File: src/rtl/dec_pkg.sv
// ----------------------------------------------------------------------------
// dec_pkg
// Shared definitions for the polarity-controlled N-to-2^N decoder family.
//   mode_e        : operating-mode encodings presented on the 2-bit mode port
//   N_MIN / N_MAX : legal range of the select width N
// ----------------------------------------------------------------------------
package dec_pkg;

    typedef enum logic [1:0] {
        MODE_OFF     = 2'b00,
        MODE_DIRECT  = 2'b01,
        MODE_SCAN_UP = 2'b10,
        MODE_SCAN_DN = 2'b11
    } mode_e;

    localparam int N_MIN = 1;
    localparam int N_MAX = 6;

endpackage : dec_pkg

File: src/rtl/dec_onehot.sv
// ----------------------------------------------------------------------------
// dec_onehot
// Purely combinational one-hot expansion of an N-bit index: o_onehot = 1 << i_idx.
//   i_idx    in  N     : index to expand
//   o_onehot out 2**N  : exactly one bit set, at position i_idx
// ----------------------------------------------------------------------------
module dec_onehot #(
    parameter int N = 2
) (
    input  logic [N-1:0]      i_idx,
    output logic [(2**N)-1:0] o_onehot
);

    localparam int M = 2 ** N;

    assign o_onehot = M'(1) << i_idx;

endmodule : dec_onehot

File: src/rtl/dec_n_pol_scan.sv
// ----------------------------------------------------------------------------
// dec_n_pol_scan
// Registered N-to-2^N decoder with runtime output polarity. Either decodes a
// loaded select value (DIRECT) or scans a one-hot pattern up or down with a
// programmable dwell per output (SCAN_UP / SCAN_DN). All outputs derive only
// from registers; no input reaches o_y combinationally.
//
// Ports
//   i_clk        in  1        rising-edge clock
//   i_rst_n      in  1        synchronous active-low reset (wins over i_en)
//   i_en         in  1        clock enable; low freezes every register
//   i_mode       in  2        00 OFF, 01 DIRECT, 10 SCAN_UP, 11 SCAN_DN
//   i_sel        in  N        select value, loaded on i_sel_valid
//   i_sel_valid  in  1        single-cycle load strobe for i_sel
//   i_pol        in  1        0 = active-high one-hot, 1 = active-low
//   i_dwell      in  DWELL_W  each scan index is held for i_dwell+1 cycles
//   o_y          out 2**N     decoded outputs
//   o_idx        out N        current index register
//   o_wrap       out 1        one-cycle pulse when a scan wraps
// ----------------------------------------------------------------------------
module dec_n_pol_scan
    import dec_pkg::*;
#(
    parameter int N       = 2,
    parameter int DWELL_W = 4
) (
    input  logic                 i_clk,
    input  logic                 i_rst_n,
    input  logic                 i_en,
    input  logic [1:0]           i_mode,
    input  logic [N-1:0]         i_sel,
    input  logic                 i_sel_valid,
    input  logic                 i_pol,
    input  logic [DWELL_W-1:0]   i_dwell,
    output logic [(2**N)-1:0]    o_y,
    output logic [N-1:0]         o_idx,
    output logic                 o_wrap
);

    localparam int M = 2 ** N;

    localparam logic [N-1:0]       IDX_ONE  = N'(1);
    localparam logic [N-1:0]       IDX_LAST = N'(M - 1);
    localparam logic [DWELL_W-1:0] DCNT_ONE = DWELL_W'(1);

    // Reject out-of-range select widths at elaboration time.
    if (N < N_MIN || N > N_MAX) begin : g_bad_n
        $error("dec_n_pol_scan: N must lie in %0d..%0d", N_MIN, N_MAX);
    end

    // ------------------------------------------------------------------------
    // State registers
    // ------------------------------------------------------------------------
    logic [N-1:0]       r_cur_idx;
    logic               r_active;
    logic               r_pol_q;
    logic [DWELL_W-1:0] r_dcnt;
    logic               r_wrap_q;

    // ------------------------------------------------------------------------
    // Next-state signals
    // ------------------------------------------------------------------------
    mode_e              w_mode;
    logic               w_dwell_done;
    logic [N-1:0]       w_idx_nxt;
    logic               w_active_nxt;
    logic [DWELL_W-1:0] w_dcnt_nxt;
    logic               w_wrap_nxt;
    logic [M-1:0]       w_onehot;

    assign w_mode = mode_e'(i_mode);

    // ">=" rather than "==" so that lowering the dwell below the running
    // count forces a step on the next cycle instead of counting round.
    assign w_dwell_done = (r_dcnt >= i_dwell);

    // NOTE: every signal written here gets a default first, so no path leaves
    // it unassigned and no latch is inferred.
    always_comb begin
        w_idx_nxt    = r_cur_idx;
        w_active_nxt = r_active;
        w_dcnt_nxt   = r_dcnt;
        w_wrap_nxt   = 1'b0;

        case (w_mode)
            MODE_OFF: begin
                w_active_nxt = 1'b0;
                w_dcnt_nxt   = '0;
                if (i_sel_valid) begin
                    w_idx_nxt = i_sel;
                end
            end

            MODE_DIRECT: begin
                w_dcnt_nxt = '0;
                if (i_sel_valid) begin
                    w_idx_nxt    = i_sel;
                    w_active_nxt = 1'b1;
                end
            end

            MODE_SCAN_UP, MODE_SCAN_DN: begin
                w_active_nxt = 1'b1;
                // A load overrides any same-cycle step and suppresses wrap.
                // Entering a scan needs no special case: OFF and DIRECT keep
                // the dwell counter cleared, and UP<->DN keeps it as-is.
                if (i_sel_valid) begin
                    w_idx_nxt  = i_sel;
                    w_dcnt_nxt = '0;
                end else if (w_dwell_done) begin
                    w_dcnt_nxt = '0;
                    if (w_mode == MODE_SCAN_UP) begin
                        w_idx_nxt  = r_cur_idx + IDX_ONE;
                        w_wrap_nxt = (r_cur_idx == IDX_LAST);
                    end else begin
                        w_idx_nxt  = r_cur_idx - IDX_ONE;
                        w_wrap_nxt = (r_cur_idx == '0);
                    end
                end else begin
                    // Cannot overflow: only reached while r_dcnt < i_dwell.
                    w_dcnt_nxt = r_dcnt + DCNT_ONE;
                end
            end

            default: begin
                w_active_nxt = 1'b0;
            end
        endcase
    end

    // NOTE: sequential state uses non-blocking assignments so every register
    // samples the pre-edge values regardless of statement order.
    always_ff @(posedge i_clk) begin
        if (!i_rst_n) begin
            r_cur_idx <= '0;
            r_active  <= 1'b0;
            r_pol_q   <= 1'b0;
            r_dcnt    <= '0;
            r_wrap_q  <= 1'b0;
        end else if (i_en) begin
            r_cur_idx <= w_idx_nxt;
            r_active  <= w_active_nxt;
            r_pol_q   <= i_pol;
            r_dcnt    <= w_dcnt_nxt;
            r_wrap_q  <= w_wrap_nxt;
        end
    end

    // ------------------------------------------------------------------------
    // Output stage: one-hot expansion, gated by active, then polarity XOR.
    // ------------------------------------------------------------------------
    dec_onehot #(
        .N(N)
    ) u_onehot (
        .i_idx    (r_cur_idx),
        .o_onehot (w_onehot)
    );

    assign o_y    = {M{r_pol_q}} ^ (r_active ? w_onehot : '0);
    assign o_idx  = r_cur_idx;
    assign o_wrap = r_wrap_q;

endmodule : dec_n_pol_scan

File: config.mk
export PLATFORM = sky130hd
export DESIGN_NAME = dec_n_pol_scan
export DESIGN_NICKNAME = d
export VERILOG_FILES = /design/src/rtl/dec_pkg.sv /design/src/rtl/dec_onehot.sv /design/src/rtl/dec_n_pol_scan.sv
export SDC_FILE = /design/constraint.sdc
export NUM_CORES = 1
export LEC_CHECK = 0
export ABC_AREA = 0
export CAP_MARGIN = 20
export CORE_MARGIN = 8
export CORE_UTILIZATION = 49
export CTS_BUF_LIST = sky130_fd_sc_hd__clkbuf_16
export DETAILED_ROUTE_END_ITERATION = 6
export PLACE_DENSITY = 0.82
export SYNTH_ARGS = -nofsm -noshare
export SYNTH_HDL_FRONTEND = slang
export SYNTH_HIERARCHICAL = 1
export SYNTH_SLANG_ARGS = --single-unit
File: constraint.sdc
create_clock -name i_clk -period 3.8 [get_ports i_clk]
set_input_delay 0.76 -clock i_clk [delete_from_list [all_inputs] [get_ports i_clk]]
set_output_delay 0.76 -clock i_clk [all_outputs]
set_load 0.005 [all_outputs]
======== Word-level counts from Yosys, hierarchy flattened ========
Index checks and enable logic that the tools add are counted.
word-level totals
  input port bits ......................... 13
  latch bits .............................. 0
  register bits ........................... 9
  output and inout bits ................... 7
  RAM bits ................................ 0
  logic and storage cells ................. 39
  memories ................................ 0
  memory bits (read-only) ................. 0
operators by class
  reduce and logical (&&, ||, !) cells .... 6
  eq/ne operators ......................... 7
  divide/modulo/power cells ............... 0
  add/subtract/negate cells ............... 3
  $lt $le $gt $ge ......................... 1
  multiply operators ...................... 0
  shifts and indexed selects .............. 1
  bitwise logic cells ..................... 1
  mux-type cells .......................... 15
operators by type and width
  cell                   count
  $mux W4                3
  $mux W2                4
  $pmux W4 S2            1
  $eq A2 B2 Y1 const B   3
  $mux W1                5
  $add A4 B1 Y4 const B  1
  $ge A4 B4 Y1           1
  $logic_not A2 Y1       2
  $pmux W2 S2            1
  $reduce_or A2 Y1       2
  $shl A1 B2 Y4 const A  1
  $xor A4 B4 Y4          1
  $ne A3 B3 Y1 const B   1
  $pmux W1 S3            1
  $reduce_and A3 Y1      1
  $add A2 B1 Y2 const B  1
  $eq A2 B1 Y1 const B   1
  $ne A2 B1 Y1 const B   1
  $ne A2 B2 Y1 const B   1
  $reduce_and A2 Y1      1
  $sub A2 B1 Y2 const B  1

======== Depth between registers and ports, before layout ========
  word-level depth ........................ 5
  depth in mapped cells ................... 6
  depth with buffers taken out ............ 6

======== By module ========
Netlist, hierarchy kept.
by module, submodules not included
  module          sequential area each (µm²)  times used  cells each  area each (µm²)
  dec_n_pol_scan  180.2                       1           78          655.6
  dec_onehot      0.0                         1           4           26.3

======== Worst setup path before layout ========
No wires, ideal clock.
  path type ............................... input port to flip-flop
  start point ............................. input port i_dwell[0]
  end point ............................... register r_cur_idx[0] (netlist: o_idx[0])
  slack ................................... 1895 ps
  stages on the path ...................... 5
  arrival ................................. 1819 ps
  data required time ...................... 3714 ps
  buffers on the path ..................... 0
  setup time .............................. 86 ps
  cell sequence ........................... ha_1 nor3b_1 o21ai_2 o2111a_1 a211oi_1
on the way
  word-level cells in the longest chain between the ends .. 3
ends and longest elaborated chain
  item                                RTL line               RTL
  start: declaration                  dec_n_pol_scan.sv:34   input logic [DWELL_W-1:0] i_dwell,
  $ge A4 B4 Y1                        dec_n_pol_scan.sv:75   assign w_dwell_done = (r_dcnt >= i_dwell);
  $ne A3 B3 Y1 (no source line)       -
  $reduce_and A3 Y1 (no source line)  -
  end signal: assignment              dec_n_pol_scan.sv:141  r_cur_idx <= w_idx_nxt;
  end: declaration                    dec_n_pol_scan.sv:54   logic [N-1:0] r_cur_idx;
No other way between the ends.
A chain may end at the register's enable or synchronous reset.

======== Final worst setup path ========
  start point ............................. register r_cur_idx[1] (netlist: o_idx[1])
  end point ............................... output port o_y[1]
on the way
  word-level cells in the longest chain between the ends .. 3
ends and longest elaborated chain
  item                   RTL line               RTL
  $shl A1 B2 Y4          dec_onehot.sv:16       assign o_onehot = M'(1) << i_idx;
  named net w_onehot[1]  dec_n_pol_scan.sv:69   logic [M-1:0] w_onehot;
  $mux W4                dec_n_pol_scan.sv:159  assign o_y = {M{r_pol_q}} ^ (r_active ? w_onehot : '0);
  $xor A4 B4 Y4          dec_n_pol_scan.sv:159
  end: declaration       dec_n_pol_scan.sv:35   output logic [(2**N)-1:0] o_y,
The timed path passes the listed nets, and every way through them passes these cells.

==> results.txt <==
Post-synthesis sequential area ratio - 26.42%
H-Tree Depth - 1
Final setup fails - 0
Cell count after synthesis - 82
Synth-to-layout area growth - 39.82%
Max cap viols - 0
Die Span X - 53.31 microns
CTS resizes - 0
Largest net degree at the start of global routing - 14
Top cells by area, synth - dfxtp_1 26%, ha_1 9.2%, xnor2_1 5.1%, nand2_1 4.4%, inv_1 3.9%
CTS root buf - clkbuf_16
Fmax - 409.2 MHz
Largest family of logic cells by synthesized area - simple AND/OR/NAND/NOR gates
Fin nets - 121
Final Max Tran Viols - 0
Antenna violations before repair - 0
Die area - 2841 sq um
Netlist cell types - 34
Period minus WS final - 2444 ps
Non-Filler Instances - 117
Count leader, synth - dfxtp_1
Power, Total - 0.3469 mW
Worst hold path class - reg2reg
Commonest cells post-synth - 9 x dfxtp_1, 8 x nand2_1, 7 x inv_1
Crit share post-route - 64.31%
CP startpoint kind - register
WL per Instance - 13.91 microns
Routability cong. - 0.7454
Reg clk slew, reported paths - 40 ps
Iteration-0 DRC Markers - 6
Worst slew margin - 71.32%
WP data required - 3040 ps
Post-DP Area - 874.6 sq um
Hold buffer count at cts - 0
Worst-skew pair later-pin latency - 230 ps
Post-route clock skew - 1.824 ps
Synth Register Bits - 9
Lkg Pwr - 0.3679 nW
Total GRT Usage - 12.70%
Final ANT Viol Nets - 0
IO Count - 20
Pwr/cell area - 363.8 nW/um^2
Clk pwr share - 52.2%
Synthesized area per cell - 8.316 sq um
Crit Path Category - reg2out
Synth Area in Simple Gates - 26.06%
1st-pass router iterations - 4
# rows - 13
Worst-Margin Slew - 428.8 ps
Pre-CTS setup slack - 1344 ps
Share of cells above drive strength 1 - 6.863%
Seq pwr share - 30.5%
Status - finished clean
Async set or reset register ratio after synthesis - 0%
Via-per-instance ratio - 5.299
CTS tree - done
Final Hold Slack - 508.7 ps
VDD IR max - 0.0004631 V
Post-synthesis xor/xnor area fraction - 8.624%
Net count after synthesis - 100
Synth warn - 6
Inserted Clock Buffers - 3
Final hold viol count - 0
Die height - 53.31 microns
Hpwl dp - 1206 microns
Setup bufs post-CTS - 0
Net Sw Power - 0.07303 mW
Initial Util - 52.40%
Crit-path max FO - 10
Setup TNS - 0 ps
Mux share of post-synthesis cell area - 2.936%
CTS sink count - 9
Main synth FF type - dfxtp_1
PortBufs - 19
WL final - 1627 microns
Routed via count - 620
Post-layout util - 73.27%
Core area - 1301 sq um
Number of synthesized flops with an enable pin - 0
Unrepaired setup endpoints after global routing - false
Logic pwr share - 17.4%
Max clock buf depth - 2
Wire length of the first global-routing pass - 2663 microns
Compound-Gate Fraction of Synth Area - 20.55%
Sw Share - 21.05%
Total congestion overflow - 0
Antenna cells - 0
Adder-cell share of the synthesized area - 9.174%
Placed insts - 113
Arr. time, crit path - 1680 ps
Post-route cell area - 953.4 sq um
Setup crit end kind - primary output
Synth Cell Area - 681.9 sq um
Leading area contributor after synthesis - dfxtp_1
Share of the synthesized area in the top cell type - 26.42%
Number of global-route vias before repair - 592
Fin worst setup slack - 1356 ps
DR DRC count - 0
Pint - 0.2738 mW
## kinds of logic (layout without fill, tap and decap cells)
logic type	Yosys count	in the layout
adders and majority gates	5	5
DFF	9	9
muxes	2	2
AOI/OAI and AO/OA	19	19
and+or+nand+nor	32	32
xor gates and xnor gates	5	5
buffers and inverters	10	30
## path summary, 6_finish.rpt
path	slack [ps]	end	cells after the start	start
setup / recovery	1360	o_y[1]	4	o_idx[1]$_SDFFE_PN0P_
hold / removal	510	o_wrap$_SDFFE_PN0P_	2	o_wrap$_SDFFE_PN0P_
setup reg to reg	2090	o_idx[0]$_SDFFE_PN0P_	6	r_dcnt[0]$_SDFFE_PN0P_
hold reg to reg	510	o_wrap$_SDFFE_PN0P_	2	o_wrap$_SDFFE_PN0P_
## layer usage
layer / routed length [microns] / vias to the layer above / global-route usage (%)
li1: - / 326 / -
met4: 17 / 0 / 3.782
met2: 809 / 10 / 19.14
met3: 73 / 2 / 6.162
met5: 0 / - / 0
met1: 727 / 282 / 15.48
## area by class of cell
cell class	instances	area, sq um
clock buffer	3	75.07
clock inverter	1	3.754
fill	120	347.8
inverter	7	26.28
multi-input combinational	63	459.2
sequential	9	180.2
tap	15	18.77
timing repair buffer	19	190.2
## worst max-delay path, stage by stage (launching register included)
cell	delay, ps
dfxtp_1	470
and2b_2	250
nand2_1	70
xnor2_1	120
clkdlybuf4s50_1	530
## state kept, by name, indices dropped and copies added (netlist names)
register  count
o_wrap        1
r_pol_q       1
r_dcnt        4
o_idx         2
r_active      1
## power by group through the flow
stage / registers [mW] / logic [mW] / clock network (mW)
after floorplan: 0.105 / 0.0325 / 0
after global placement: 0.107 / 0.0590 / 0
after detailed placement: 0.107 / 0.0604 / 0
after CTS: 0.106 / 0.0611 / 0.183
after global routing: 0.107 / 0.0666 / 0.191
final: 0.106 / 0.0602 / 0.181
## cells in the final DEF (no fill, tap or decap), types with 2 or more instances in the layout
cell,synthesis,routed
o211ai_1,2,2
nand2_1,8,8
inv_1,7,8
xnor2_1,4,4
clkbuf_16,0,3
dfxtp_1,9,9
o21a_1,3,3
a21oi_1,3,3
o21ai_0,2,2
nor2b_1,2,2
nand2b_1,4,4
nor3b_1,2,2
a211oi_1,2,2
clkdlybuf4s50_1,0,19
or2b_1,2,2
ha_1,5,5
a211o_1,2,2
mux2i_1,2,2
nor2_1,6,6
Power figures use the tool's default switching activity.
